<file path="config.mk">
export PLATFORM = sky130hd
export DESIGN_NAME = mem_access_stage_flat
export DESIGN_NICKNAME = d
export VERILOG_FILES = /design/src/rtl/mem_access_stage_if.sv /design/src/rtl/mem_access_stage.sv /design/src/flat_wrapper.sv
export SDC_FILE = /design/constraint.sdc
export NUM_CORES = 1
export LEC_CHECK = 0
export CORE_MARGIN = 5
export CORE_UTILIZATION = 40
export DETAILED_ROUTE_END_ITERATION = 7
export HOLD_SLACK_MARGIN = 0.05
export PLACE_DENSITY = 0.71
export SKIP_LAST_GASP = 1
export SYNTH_ARGS = -nofsm -noshare
export SYNTH_HDL_FRONTEND = slang
export SYNTH_SLANG_ARGS = --single-unit
</file>
<file path="constraint.sdc">
create_clock -name clk -period 8.9 [get_ports clk]
set_clock_uncertainty 0.15 [all_clocks]
set_input_delay 1.78 -clock clk [delete_from_list [all_inputs] [get_ports clk]]
set_output_delay 1.78 -clock clk [all_outputs]
set_load 0.01 [all_outputs]
</file>
<file path="src/rtl/mem_access_stage_if.sv">
// Data-memory bus between the MEM stage (master) and the data memory (slave).
// Request fields are held stable while dmem_req is high; dmem_ack is a
// one-cycle completion pulse that qualifies dmem_rdata.
interface mem_access_stage_if #(
    parameter int AW = 32
);
    logic          dmem_req;
    logic          dmem_we;
    logic [3:0]    dmem_be;
    logic [AW-1:0] dmem_addr;
    logic [31:0]   dmem_wdata;
    logic [31:0]   dmem_rdata;
    logic          dmem_ack;

    modport master (
        output dmem_req, dmem_we, dmem_be, dmem_addr, dmem_wdata,
        input  dmem_rdata, dmem_ack
    );

    modport slave (
        input  dmem_req, dmem_we, dmem_be, dmem_addr, dmem_wdata,
        output dmem_rdata, dmem_ack
    );
endinterface

</file>
<file path="src/rtl/mem_access_stage.sv">
// MEM pipeline stage: issues byte/half/word loads and stores on the data-memory
// bus, aligns/extends load data and registers the MEM/WB outputs. stall holds
// the upstream EX/MEM register for the duration of a memory access.
// Optional feature: define MEM_MISALIGN_TRAP_EN to trap misaligned half/word
// accesses (adds the misalign_err output).
module mem_access_stage #(
    parameter int AW = 32,
    parameter int DW = 32
) (
    input  logic          clk,
    input  logic          rst,
    input  logic          mem_read,
    input  logic          mem_write,
    input  logic [1:0]    mem_size,
    input  logic          load_unsigned,
    input  logic          reg_write_in,
    input  logic          mem_to_reg_in,
    input  logic [4:0]    rd_in,
    input  logic [DW-1:0] alu_result,
    input  logic [DW-1:0] store_data,
    mem_access_stage_if.master dmem,
    output logic          stall,
    output logic          wb_reg_write,
    output logic          wb_mem_to_reg,
    output logic [4:0]    wb_rd,
    output logic [DW-1:0] wb_alu_result,
    output logic [DW-1:0] wb_load_data
`ifdef MEM_MISALIGN_TRAP_EN
    ,
    output logic          misalign_err
`endif
);

    typedef enum logic [1:0] {IDLE, BUSY, DONE} state_t;

    state_t        state, state_next;
    logic          mem_op, misalign, issue, bubble;
    logic [3:0]    be_c;
    logic [DW-1:0] wdata_c;

    logic          req_q, we_q;
    logic [3:0]    be_q;
    logic [AW-1:0] addr_q;
    logic [DW-1:0] wdata_q;
    logic [1:0]    addr_lo_q, size_q;
    logic          unsigned_q;
    logic [DW-1:0] load_data_q, load_data_c;
    logic [7:0]    rdata_byte;
    logic [15:0]   rdata_half;

    assign mem_op = mem_read | mem_write;
`ifdef MEM_MISALIGN_TRAP_EN
    assign misalign = ((mem_size == 2'b01) && alu_result[0]) ||
                      (mem_size[1] && (alu_result[1:0] != 2'b00));
`else
    assign misalign = 1'b0;
`endif
    assign issue  = mem_op && !misalign;
    assign bubble = (state == IDLE) && mem_op && misalign;

    assign dmem.dmem_req   = req_q;
    assign dmem.dmem_we    = we_q;
    assign dmem.dmem_be    = be_q;
    assign dmem.dmem_addr  = addr_q;
    assign dmem.dmem_wdata = wdata_q;

    // Byte enables and lane-replicated store data from size and address.
    always_comb begin
        be_c    = 4'b1111;
        wdata_c = store_data;
        case (mem_size)
            2'b00: begin
                be_c    = 4'b0001 << alu_result[1:0];
                wdata_c = {4{store_data[7:0]}};
            end
            2'b01: begin
                be_c    = alu_result[1] ? 4'b1100 : 4'b0011;
                wdata_c = {2{store_data[15:0]}};
            end
            default: ;
        endcase
    end

    // Lane select and sign/zero extension of the returned read data.
    always_comb begin
        case (addr_lo_q)
            2'd0:    rdata_byte = dmem.dmem_rdata[7:0];
            2'd1:    rdata_byte = dmem.dmem_rdata[15:8];
            2'd2:    rdata_byte = dmem.dmem_rdata[23:16];
            default: rdata_byte = dmem.dmem_rdata[31:24];
        endcase
        rdata_half  = addr_lo_q[1] ? dmem.dmem_rdata[31:16] : dmem.dmem_rdata[15:0];
        load_data_c = dmem.dmem_rdata;
        case (size_q)
            2'b00: load_data_c = unsigned_q ? {24'h0, rdata_byte}
                                            : {{24{rdata_byte[7]}}, rdata_byte};
            2'b01: load_data_c = unsigned_q ? {16'h0, rdata_half}
                                            : {{16{rdata_half[15]}}, rdata_half};
            default: ;
        endcase
    end

    // Next-state and stall; stall is forced low while reset is asserted.
    always_comb begin
        state_next = state;
        stall      = 1'b0;
        case (state)
            IDLE: begin
                if (issue) begin
                    stall      = 1'b1;
                    state_next = BUSY;
                end
            end
            BUSY: begin
                stall = 1'b1;
                if (dmem.dmem_ack) state_next = DONE;
            end
            DONE:    state_next = IDLE;
            default: state_next = IDLE;
        endcase
        if (rst) stall = 1'b0;
    end

    // FSM state register.
    always_ff @(posedge clk or posedge rst) begin
        if (rst) state <= IDLE;
        else     state <= state_next;
    end

    // Bus request fields latched at issue; load data captured on ack.
    always_ff @(posedge clk or posedge rst) begin
        if (rst) begin
            req_q       <= 1'b0;
            we_q        <= 1'b0;
            be_q        <= '0;
            addr_q      <= '0;
            wdata_q     <= '0;
            addr_lo_q   <= '0;
            size_q      <= '0;
            unsigned_q  <= 1'b0;
            load_data_q <= '0;
        end else if (state == IDLE && issue) begin
            req_q      <= 1'b1;
            we_q       <= mem_write;
            be_q       <= be_c;
            addr_q     <= {alu_result[AW-1:2], 2'b00};
            wdata_q    <= wdata_c;
            addr_lo_q  <= alu_result[1:0];
            size_q     <= mem_size;
            unsigned_q <= load_unsigned;
        end else if (state == BUSY && dmem.dmem_ack) begin
            req_q       <= 1'b0;
            load_data_q <= load_data_c;
        end
    end

    // MEM/WB register: advance when not stalled, bubble while stalled.
    always_ff @(posedge clk or posedge rst) begin
        if (rst) begin
            wb_reg_write  <= 1'b0;
            wb_mem_to_reg <= 1'b0;
            wb_rd         <= '0;
            wb_alu_result <= '0;
            wb_load_data  <= '0;
        end else if (!stall) begin
            wb_reg_write  <= reg_write_in && !bubble;
            wb_mem_to_reg <= mem_to_reg_in && !bubble;
            wb_rd         <= rd_in;
            wb_alu_result <= alu_result;
            wb_load_data  <= load_data_q;
        end else begin
            wb_reg_write  <= 1'b0;
            wb_mem_to_reg <= 1'b0;
        end
    end

`ifdef MEM_MISALIGN_TRAP_EN
    // One-cycle error pulse for a trapped misaligned access.
    always_ff @(posedge clk or posedge rst) begin
        if (rst) misalign_err <= 1'b0;
        else     misalign_err <= bubble;
    end
`endif

endmodule
</file>
<file path="src/flat_wrapper.sv">
// flat-port wrapper written by rule: the top's interface ports become plain ports
module mem_access_stage_flat 
#(
    parameter int AW = 32,
    parameter int DW = 32
)
  (clk, rst, mem_read, mem_write, mem_size, load_unsigned, reg_write_in, mem_to_reg_in, rd_in, alu_result, store_data, stall, wb_reg_write, wb_mem_to_reg, wb_rd, wb_alu_result, wb_load_data, dmem_dmem_req, dmem_dmem_we, dmem_dmem_be, dmem_dmem_addr, dmem_dmem_wdata, dmem_dmem_rdata, dmem_dmem_ack);
  mem_access_stage_if #(.AW(AW)) dmem_i ();
  input  logic clk;
  input  logic rst;
  input  logic mem_read;
  input  logic mem_write;
  input  logic [1:0] mem_size;
  input  logic load_unsigned;
  input  logic reg_write_in;
  input  logic mem_to_reg_in;
  input  logic [4:0] rd_in;
  input  logic [DW-1:0] alu_result;
  input  logic [DW-1:0] store_data;
  output logic stall;
  output logic wb_reg_write;
  output logic wb_mem_to_reg;
  output logic [4:0] wb_rd;
  output logic [DW-1:0] wb_alu_result;
  output logic [DW-1:0] wb_load_data;
  output wire logic [$bits(dmem_i.dmem_req)-1:0] dmem_dmem_req;
  output wire logic [$bits(dmem_i.dmem_we)-1:0] dmem_dmem_we;
  output wire logic [$bits(dmem_i.dmem_be)-1:0] dmem_dmem_be;
  output wire logic [$bits(dmem_i.dmem_addr)-1:0] dmem_dmem_addr;
  output wire logic [$bits(dmem_i.dmem_wdata)-1:0] dmem_dmem_wdata;
  input wire logic [$bits(dmem_i.dmem_rdata)-1:0] dmem_dmem_rdata;
  input wire logic [$bits(dmem_i.dmem_ack)-1:0] dmem_dmem_ack;
  assign dmem_dmem_req = dmem_i.dmem_req;
  assign dmem_dmem_we = dmem_i.dmem_we;
  assign dmem_dmem_be = dmem_i.dmem_be;
  assign dmem_dmem_addr = dmem_i.dmem_addr;
  assign dmem_dmem_wdata = dmem_i.dmem_wdata;
  assign dmem_i.dmem_rdata = dmem_dmem_rdata;
  assign dmem_i.dmem_ack = dmem_dmem_ack;
  mem_access_stage #(.AW(AW), .DW(DW)) u_core (.clk(clk), .rst(rst), .mem_read(mem_read), .mem_write(mem_write), .mem_size(mem_size), .load_unsigned(load_unsigned), .reg_write_in(reg_write_in), .mem_to_reg_in(mem_to_reg_in), .rd_in(rd_in), .alu_result(alu_result), .store_data(store_data), .dmem(dmem_i), .stall(stall), .wb_reg_write(wb_reg_write), .wb_mem_to_reg(wb_mem_to_reg), .wb_rd(wb_rd), .wb_alu_result(wb_alu_result), .wb_load_data(wb_load_data));
endmodule
</file>
==> impl_metrics.env <==
export IMPL_dieArea_um2=22300
export IMPL_critPathMaxFanout=29
export IMPL_r2r_setup_slack_ps=6290
export IMPL_reg2reg_depth=4
export IMPL_rsz0062_at_grt="false"
export IMPL_synth_top_family_by_area="multiplexers"
export IMPL_critPathSlowestCell="clkdlybuf4s50_1"
export IMPL_pwr_share_seq_pct=38.2
export IMPL_post_route_period_util_pct=63.1
export IMPL_finalCriticalPeriod_ps=5620
export IMPL_power_mw=3.66
export IMPL_cts_buffer_depth=2
export IMPL_drc=0
export IMPL_cts_setup_buffers=0
export IMPL_worst_endpoint_required_ps=6970
export IMPL_slew_violations=0
export IMPL_p_leak_nw=4.82
export IMPL_outcome="completed"
export IMPL_dp_hpwl_um=13800
export IMPL_synth_cells=592
export IMPL_ioPinCount=253
export IMPL_first_iter_violations=300
export IMPL_synth_edff_count=0
export IMPL_firstDrtPassIters=4
export IMPL_synth_top_area_share_pct=57.4
export IMPL_wl_per_cell_um=17.5
export IMPL_cp_startpoint="mem_write"
export IMPL_worst_ep_arrival_time_ps=3690
export IMPL_viasPerCell=4.86
export IMPL_yosys_area_share_xor_xnor_pct=0
export IMPL_detail_route_antenna_nets=0
export IMPL_yosys_area_share_simple_pct=8.39
export IMPL_grt_pass1_wl_um=30700
export IMPL_muxShareOfSynthArea_pct=23.9
export IMPL_num_rows=51
export IMPL_tns_ps=0
export IMPL_cts_hold_buf=0
export IMPL_synthDistinctLibCells=39
export IMPL_routabilityCongestion=0.791
export IMPL_worst_r2r_endpoint="u_core.wb_load_data[29]"
export IMPL_drv_cap=0
export IMPL_fmax_ghz=0.178
export IMPL_cts_root_buf="clkbuf_16"
export IMPL_grt_pass1_vias=5597
export IMPL_yosys_area_top_type="dfrtp_1"
export IMPL_start_kind="input port"
export IMPL_die_y_um=149
export IMPL_path_class="in2out"
export IMPL_power_switching_mw=1.18
export IMPL_worstPathCellList="clkdlybuf4s50_1 > nor3_1 > or3_4 > inv_1 > clkdlybuf4s50_1"
export IMPL_synth_area_leaders="dfrtp_1, mux2_4, mux2_2"
export IMPL_clock_sinks=178
export IMPL_seq_area_frac_synth_pct=57.4
export IMPL_cts_tree="yes"
export IMPL_setup_viol=0
export IMPL_postSynth_asyncResetShare_pct=100
export IMPL_yosysWarnings=0
export IMPL_vias=5375
export IMPL_core_um2=19300
export IMPL_n_antenna_cell=0
export IMPL_timing_slew_headroom_pct=24.4
export IMPL_grt_max_degree=106
export IMPL_p_int_mw=2.48
export IMPL_crit_path_end="stall"
export IMPL_slowest_delay_ps=570
export IMPL_ir_drop_v=0.000197
export IMPL_cp_end_kind="output port"
export IMPL_finalNetCount=939
export IMPL_yosysMostFrequentCell="dfrtp_1"
export IMPL_cts_resized=0
export IMPL_regArea_um2=4450
export IMPL_die_w_um=149
export IMPL_syn_area_um2=7770
export IMPL_power_density_nw_per_um2=334
export IMPL_synth_compound_area_share_pct=6.11
export IMPL_synthFlopType="dfrtp_1"
export IMPL_start_util_pct=40.3
export IMPL_synthToLayoutAreaGrowth_pct=40.9
export IMPL_cts_max_level=4
export IMPL_synthAdderAreaFrac_pct=0
export IMPL_clk_latency_ps=410
export IMPL_ys_ff_latch=178
export IMPL_grt_usage_pct=17.5
export IMPL_combPwrFrac_pct=41.5
export IMPL_finalHoldViolCount=0
export IMPL_tightest_slew_ps=1130
export IMPL_pwr_share_clk_pct=20.4
export IMPL_netlist_top_cells_count="dfrtp_1, mux2_4, nand2_1"
export IMPL_grt_ovfl_total=0
export IMPL_antenna_found_initial=0
export IMPL_nFillCells=1659
export IMPL_syn_avg_cell_area_um2=13.1
export IMPL_path_clk_slew_ps=70
export IMPL_multi_input_area_um2=3000
export IMPL_hp_class="reg2reg"
export IMPL_path_common_cell="clkdlybuf4s50_1"
export IMPL_portBuffers=250
export IMPL_switching_share_pct=32.3
export IMPL_drive_gt1_share_pct=19.5
export IMPL_routed_wl_um=19300
export IMPL_rr_startpoint="u_core.state[0]"
export IMPL_cts_buffers=17
-- placed cells by master (no fill, tap or decap), types with 4 or more instances in the layout --
cell and instances:
nand2b_1 5, buf_4 5, a21oi_1 21, dfrtp_1 178, inv_6 4, clkbuf_16 17
nand3b_1 9, o21ai_0 38, inv_1 6, o31ai_1 5, clkdlybuf4s50_1 250, mux2i_1 25
mux2_4 67, nand3_1 32, mux2_2 53, nor2_1 17, o22ai_1 5, nand2_1 63
clkinv_4 4
-- power groups by stage --
stage,registers (mW),clock network [mW],logic (mW)
global route,1.45,0.798,1.65
CTS,1.40,0.763,1.54
global placement,1.40,0,1.52
floorplan,1.46,0,0.738
detailed placement,1.41,0,1.54
finish,1.40,0.745,1.52
-- metal layers --
metal / global-route usage [%] / routed length (um)
met5: 0 / 0
met4: 6.27 / 488
met3: 5.53 / 1340
met2: 27.8 / 9320
met1: 22.6 / 8160
-- cells by family after synthesis --
group / count (synthesis)
AOI/OAI and AO/OA: 83
muxes: 145
buffers and inverters: 46
other: 1
DFF: 178
and+or+nand+nor: 139
-- stage by stage --
| stage | util, % | hold slack (ps) | cells | instance area, um^2 | setup WS [ps] |
|---|---|---|---|---|---|
| floorplan | - | 299 | 593 | 7770 | 2140 |
| global placement | 53.8 | 309 | 1074 | 10400 | 3290 |
| detailed placement | 53.8 | 319 | 1074 | 10400 | 3270 |
| CTS | 56.8 | 334 | 1105 | 10900 | 3260 |
| global route | 56.8 | 360 | 1105 | 10900 | 3200 |
| finish | 56.8 | 328 | 1105 | 10900 | 3280 |
-- layout make-up --
type                            instances  area share, %
Tap cell                              265           3.03
Multi-Input combinational cell        369           27.4
Sequential cell                       178           40.7
Clock buffer                           18           3.92
Timing Repair Buffer                  255           23.2
Inverter                                7          0.286
Clock inverter                         13           1.40
-- worst max-delay path, delay by kind of cell --
| family | cells | cell delay, ps |
|---|---|---|
| AND/OR/NAND/NOR | 2 | 650 |
| buffers and inverters | 3 | 1240 |
-- how the worst min path moves through the flow --
stage,start,to,slack [ps],cells after the start
2_1_floorplan,u_core.load_data_q[1],u_core.load_data_q[1],300,2
3_3_place_gp,u_core.dmem.dmem_wdata[25],u_core.dmem.dmem_wdata[25],310,2
3_5_place_dp,u_core.dmem.dmem_wdata[14],u_core.dmem.dmem_wdata[14],320,2
4_1_cts,u_core.dmem.dmem_wdata[14],u_core.dmem.dmem_wdata[14],330,2
5_1_grt,u_core.load_data_q[2],u_core.load_data_q[2],360,2
6_report,u_core.dmem.dmem_wdata[19],u_core.dmem.dmem_wdata[19],330,2
Note: power is estimated with default switching activity, not from simulation.
==> RTL change 1, RTL diff (same settings) <==
The 3 states of `state_t` get a one-hot encoding in 3 bits.
--- a/src/rtl/mem_access_stage.sv
+++ b/src/rtl/mem_access_stage.sv
@@ -31,7 +31,7 @@
 `endif
 );
 
-    typedef enum logic [1:0] {IDLE, BUSY, DONE} state_t;
+    typedef enum logic [2:0] {IDLE = 3'b001, BUSY = 3'b010, DONE = 3'b100} state_t;
 
     state_t        state, state_next;
     logic          mem_op, misalign, issue, bubble;
Formal check against the unedited RTL: no difference found for any inputs over 4 cycles, from zero or initial values and one cycle with rst high; so few cycles prove little.
==> RTL change 1 against the unedited design <==
First-iteration DRC count is 20% higher. Final area is 1.2% lower. Sequential cell count is 1 higher. Clock power is 3% lower. Setup slack worse by 160 ps. Via count is 9.7% higher. Register-to-register slack worse by 660 ps. Power is 0.88% lower. Wire length is 14% higher. Area after synthesis is 2.5% lower.
==> RTL change 1: results (changes against the unedited design) <==
metric;value;unit;change
status;complete, no violations;;unchanged
grt_pass1_vias;6273;;was 5597
yosys-top-cells-count;nand2_1 (195), dfrtp_1 (178), mux2_2 (72), o21ai_0 (38), clkbuf_1 (29);;was dfrtp_1 (178), mux2_4 (67), nand2_1 (63), mux2_2 (53), o21ai_0 (39)
drv_cap;0;;unchanged
htree_levels;4;;unchanged
r2r_cells;5;;was 4
ff2ff_setup_slack;5630;ps;was 6290 ps
hp-start;u_core.dmem.dmem_wdata[6];;was u_core.dmem.dmem_wdata[19]
stdcell_count;1173;;was 1105
critical_path.reg2reg.startpoint;u_core.state[2];;was u_core.state[0]
routed_wl;22000;um;was 19300 um
gp_congestion;0.897;;was 0.791
dp_hpwl;15600;um;was 13800 um
fillers;1650;;was 1659
grt_max_degree;74;;was 106
vias;5894;;was 5375
tightest_slew;1130;ps;about the same
dieArea;21800;um^2;was 22300 um^2
peakVddDrop;0.290;mV;was 0.197 mV
dp_cells;1141;;was 1074
grt_pass1_wl;34700;um;was 30700 um
regToRegEndpoint;u_core.load_data_q[28];;was u_core.wb_load_data[29]
drt_iter0_markers;360;;was 300
drive_above_1_share;14.3;%;was 19.5%
yosysSeqAreaShare;59.2;%;was 57.4%
leakage;4.77;nW;was 4.82 nW
layout.nets;1037;;was 939
dp_slack;3120;ps;was 3270 ps
fin_crit;5770;ps;was 5620 ps
yosys-top-cells-area;dfrtp_1 (59%), mux2_2 (11%), nand2_1 (9.7%);;was dfrtp_1 (57%), mux2_4 (13%), mux2_2 (7.7%)
worst_ep_arrival_time;3840;ps;was 3690 ps
RTL change 1: critical path, cell delays in order:
cell,delay [ps]
clkdlybuf4s50_1,570
o21ai_1,160
a211oi_4,250
buf_4,420
clkdlybuf4s50_1,640
RTL change 1: worst max path at each step:
stage	start	end	depth (start not counted)
after CTS	mem_write	stall	5
after detailed placement	mem_write	stall	5
after floorplan	rst	u_core.addr_lo_q[0]	1
after global routing	mem_write	stall	5
final	mem_write	stall	5
after global placement	mem_write	stall	5
RTL change 1: metrics by stage:
step,instance area (um^2),hold WS [ps]
finish,10800,325
global route,10800,346
CTS,10800,331
detailed placement,10200,312
global placement,10200,306
floorplan,7580,296
RTL change 1: power breakdown:
group	switching [mW]	internal [mW]	total, mW
sequential	0.227	1.16	1.39
combinational	0.705	0.803	1.51
clock	0.343	0.384	0.726
total	1.27	2.35	3.63
RTL change 1: cell type report:
cell class | instances | area (um^2) | area share (%)
Clock inverter | 13 | 119 | 1.10
Multi-Input combinational cell | 468 | 2900 | 26.8
Timing Repair Buffer | 256 | 2550 | 23.6
Clock buffer | 19 | 453 | 4.19
Inverter | 4 | 20.0 | 0.185
Sequential cell | 179 | 4480 | 41.4
Tap cell | 234 | 293 | 2.71
RTL change 1: layer usage:
layer	global-route usage, %	vias to the layer above	wire [um]
met5	0	-	0
met4	5.50	0	436
met3	8.86	31	2330
met2	32.0	235	10200
met1	25.8	2826	9050
li1	-	2802	-
RTL change 1: kinds of logic (layout without fill, tap and decap cells):
logic type      after synthesis  count (layout)  synth area share [%]
simple gates                279             279                  16.4
flops                       179             179                  59.2
mux                         103             103                  14.9
compound gates               84              84                  6.68
buf+inv                      50             292                  2.84
other cells                   1               2                0.0495
==> RTL change 2, RTL diff (config.mk and constraints unchanged) <==
Made on the original files. `AW` is set to 32 in 3 places; all go to 16.
--- a/src/rtl/mem_access_stage_if.sv
+++ b/src/rtl/mem_access_stage_if.sv
@@ -2,7 +2,7 @@
 // Request fields are held stable while dmem_req is high; dmem_ack is a
 // one-cycle completion pulse that qualifies dmem_rdata.
 interface mem_access_stage_if #(
-    parameter int AW = 32
+    parameter int AW = 16
 );
     logic          dmem_req;
     logic          dmem_we;
--- a/src/rtl/mem_access_stage.sv
+++ b/src/rtl/mem_access_stage.sv
@@ -4,7 +4,7 @@
 // Optional feature: define MEM_MISALIGN_TRAP_EN to trap misaligned half/word
 // accesses (adds the misalign_err output).
 module mem_access_stage #(
-    parameter int AW = 32,
+    parameter int AW = 16,
     parameter int DW = 32
 ) (
     input  logic          clk,
--- a/src/flat_wrapper.sv
+++ b/src/flat_wrapper.sv
@@ -1,7 +1,7 @@
 // flat-port wrapper written by rule: the top's interface ports become plain ports
 module mem_access_stage_flat 
 #(
-    parameter int AW = 32,
+    parameter int AW = 16,
     parameter int DW = 32
 )
   (clk, rst, mem_read, mem_write, mem_size, load_unsigned, reg_write_in, mem_to_reg_in, rd_in, alu_result, store_data, stall, wb_reg_write, wb_mem_to_reg, wb_rd, wb_alu_result, wb_load_data, dmem_dmem_req, dmem_dmem_we, dmem_dmem_be, dmem_dmem_addr, dmem_dmem_wdata, dmem_dmem_rdata, dmem_dmem_ack);
Ports: changed (resized dmem_dmem_addr); port bits go from 253 to 237. No check against the original RTL was run, so the function may have changed too.
==> RTL change 2 against the unedited design <==
Area after synthesis down 7.7%. Hold slack worse by 2.9 ps. Die area fell by 7.2%. Setup slack got worse by 65 ps. Sequential share of layout area is 0.83 points lower. Final area decreased by 7.1%. Register-to-register slack hardly changed. Sequential cell count decreased by 16. Wire length down 1.2%. Critical path depth stayed put. Power fell by 7.9%. Synthesized cell count decreased by 5.7%. First-iteration DRC count fell by 11%.
==> RTL change 2: results (changes against the unedited design) <==
metric;value;unit;change
wl_met1;7940;um;was 8160 um
grt_pass1_vias;5579;;was 5597
syn_inst;558;;was 592
cp_max_fo;30;;was 29
dp_hpwl;13400;um;was 13800 um
gp_congestion;0.871;;was 0.791
routed_wl;19100;um;was 19300 um
drive_above_1_share;18.7;%;was 19.5%
drt_iter0_markers;268;;was 300
yosysSeqAreaShare;56.5;%;was 57.4%
grt_pass1_wl;29800;um;was 30700 um
post_drt_wl_per_cell;18.6;um;was 17.5 um
peakVddDrop;0.206;mV;was 0.197 mV
dp_slack;3200;ps;was 3270 ps
yosys-top-cells-area;dfrtp_1 (57%), mux2_4 (14%), mux2_2 (5.8%);;was dfrtp_1 (57%), mux2_4 (13%), mux2_2 (7.7%)
use_met3;8.32;%;was 5.53%
ff2ff_setup_slack;6300;ps;was 6290 ps
synth.distinct_cells;40;;was 39
status;complete, no violations;;unchanged
vias;5145;;was 5375
switching_share;32.4;%;was 32.3%
hold_path_end;u_core.dmem.dmem_req;;was u_core.dmem.dmem_wdata[19]
layout.nets;891;;was 939
wl_met3;2050;um;was 1340 um
regToRegEndpoint;u_core.wb_load_data[30];;was u_core.wb_load_data[29]
==> RTL change 2: changes by cell type in the layout (fill, tap and decap cells not counted), sizes merged <==
cell | unedited run | this run
clkinv | 5 | 4
inv | 11 | 9
dfrtp | 178 | 162
mux2 | 120 | 104
clkbuf | 18 | 21
clkdlybuf4s50 | 250 | 234
diode | 0 | 1
clkinvlp | 2 | 3
==> RTL change 2: worst max-delay path by stage <==
stage                   start                   to  slack [ps]  depth (start not counted)
global placement    mem_write                stall        3230                          5
global route        mem_write                stall        3140                          5
finish              mem_write                stall        3220                          5
CTS                 mem_write                stall        3200                          5
floorplan                 rst  u_core.addr_lo_q[0]        2590                          1
detailed placement  mem_write                stall        3200                          5
==> RTL change 2: cell type report <==
type                    count  area (um^2)  share of cell area (%)
flip-flops and latches    162         4050                    39.9
multi-input cells         353         2820                    27.8
repair buffers            239         2380                    23.4
clock buffers              21          460                    4.53
well taps                 229          287                    2.82
clock inverters            11          128                    1.26
inverters                   7         31.3                   0.308
diodes                      1         2.50                  0.0246
==> RTL change 2: power groups by stage <==
stage / logic, mW / clock network [mW] / registers, mW
3_5_place_dp: 1.37 / 0 / 1.28
6_report: 1.36 / 0.737 / 1.27
3_3_place_gp: 1.35 / 0 / 1.27
4_1_cts: 1.38 / 0.754 / 1.27
5_1_grt: 1.48 / 0.783 / 1.32
2_1_floorplan: 0.675 / 0 / 1.32
==> RTL change 2: kinds of logic (layout without fill, tap and decap cells) <==
family          Yosys count  after routing  share of synthesized area (%)
simple gates            139            139                           9.09
buf+inv                  44            278                           4.36
compound gates           83             83                           6.61
other cells               1              3                         0.0523
flops                   162            162                           56.5
mux                     129            129                           23.3
==> RTL change 2: worst max-delay path: stages <==
cell and delay [ps]:
clkdlybuf4s50_1 570, nor3_1 80, or3_4 580, inv_1 120
clkdlybuf4s50_1 610
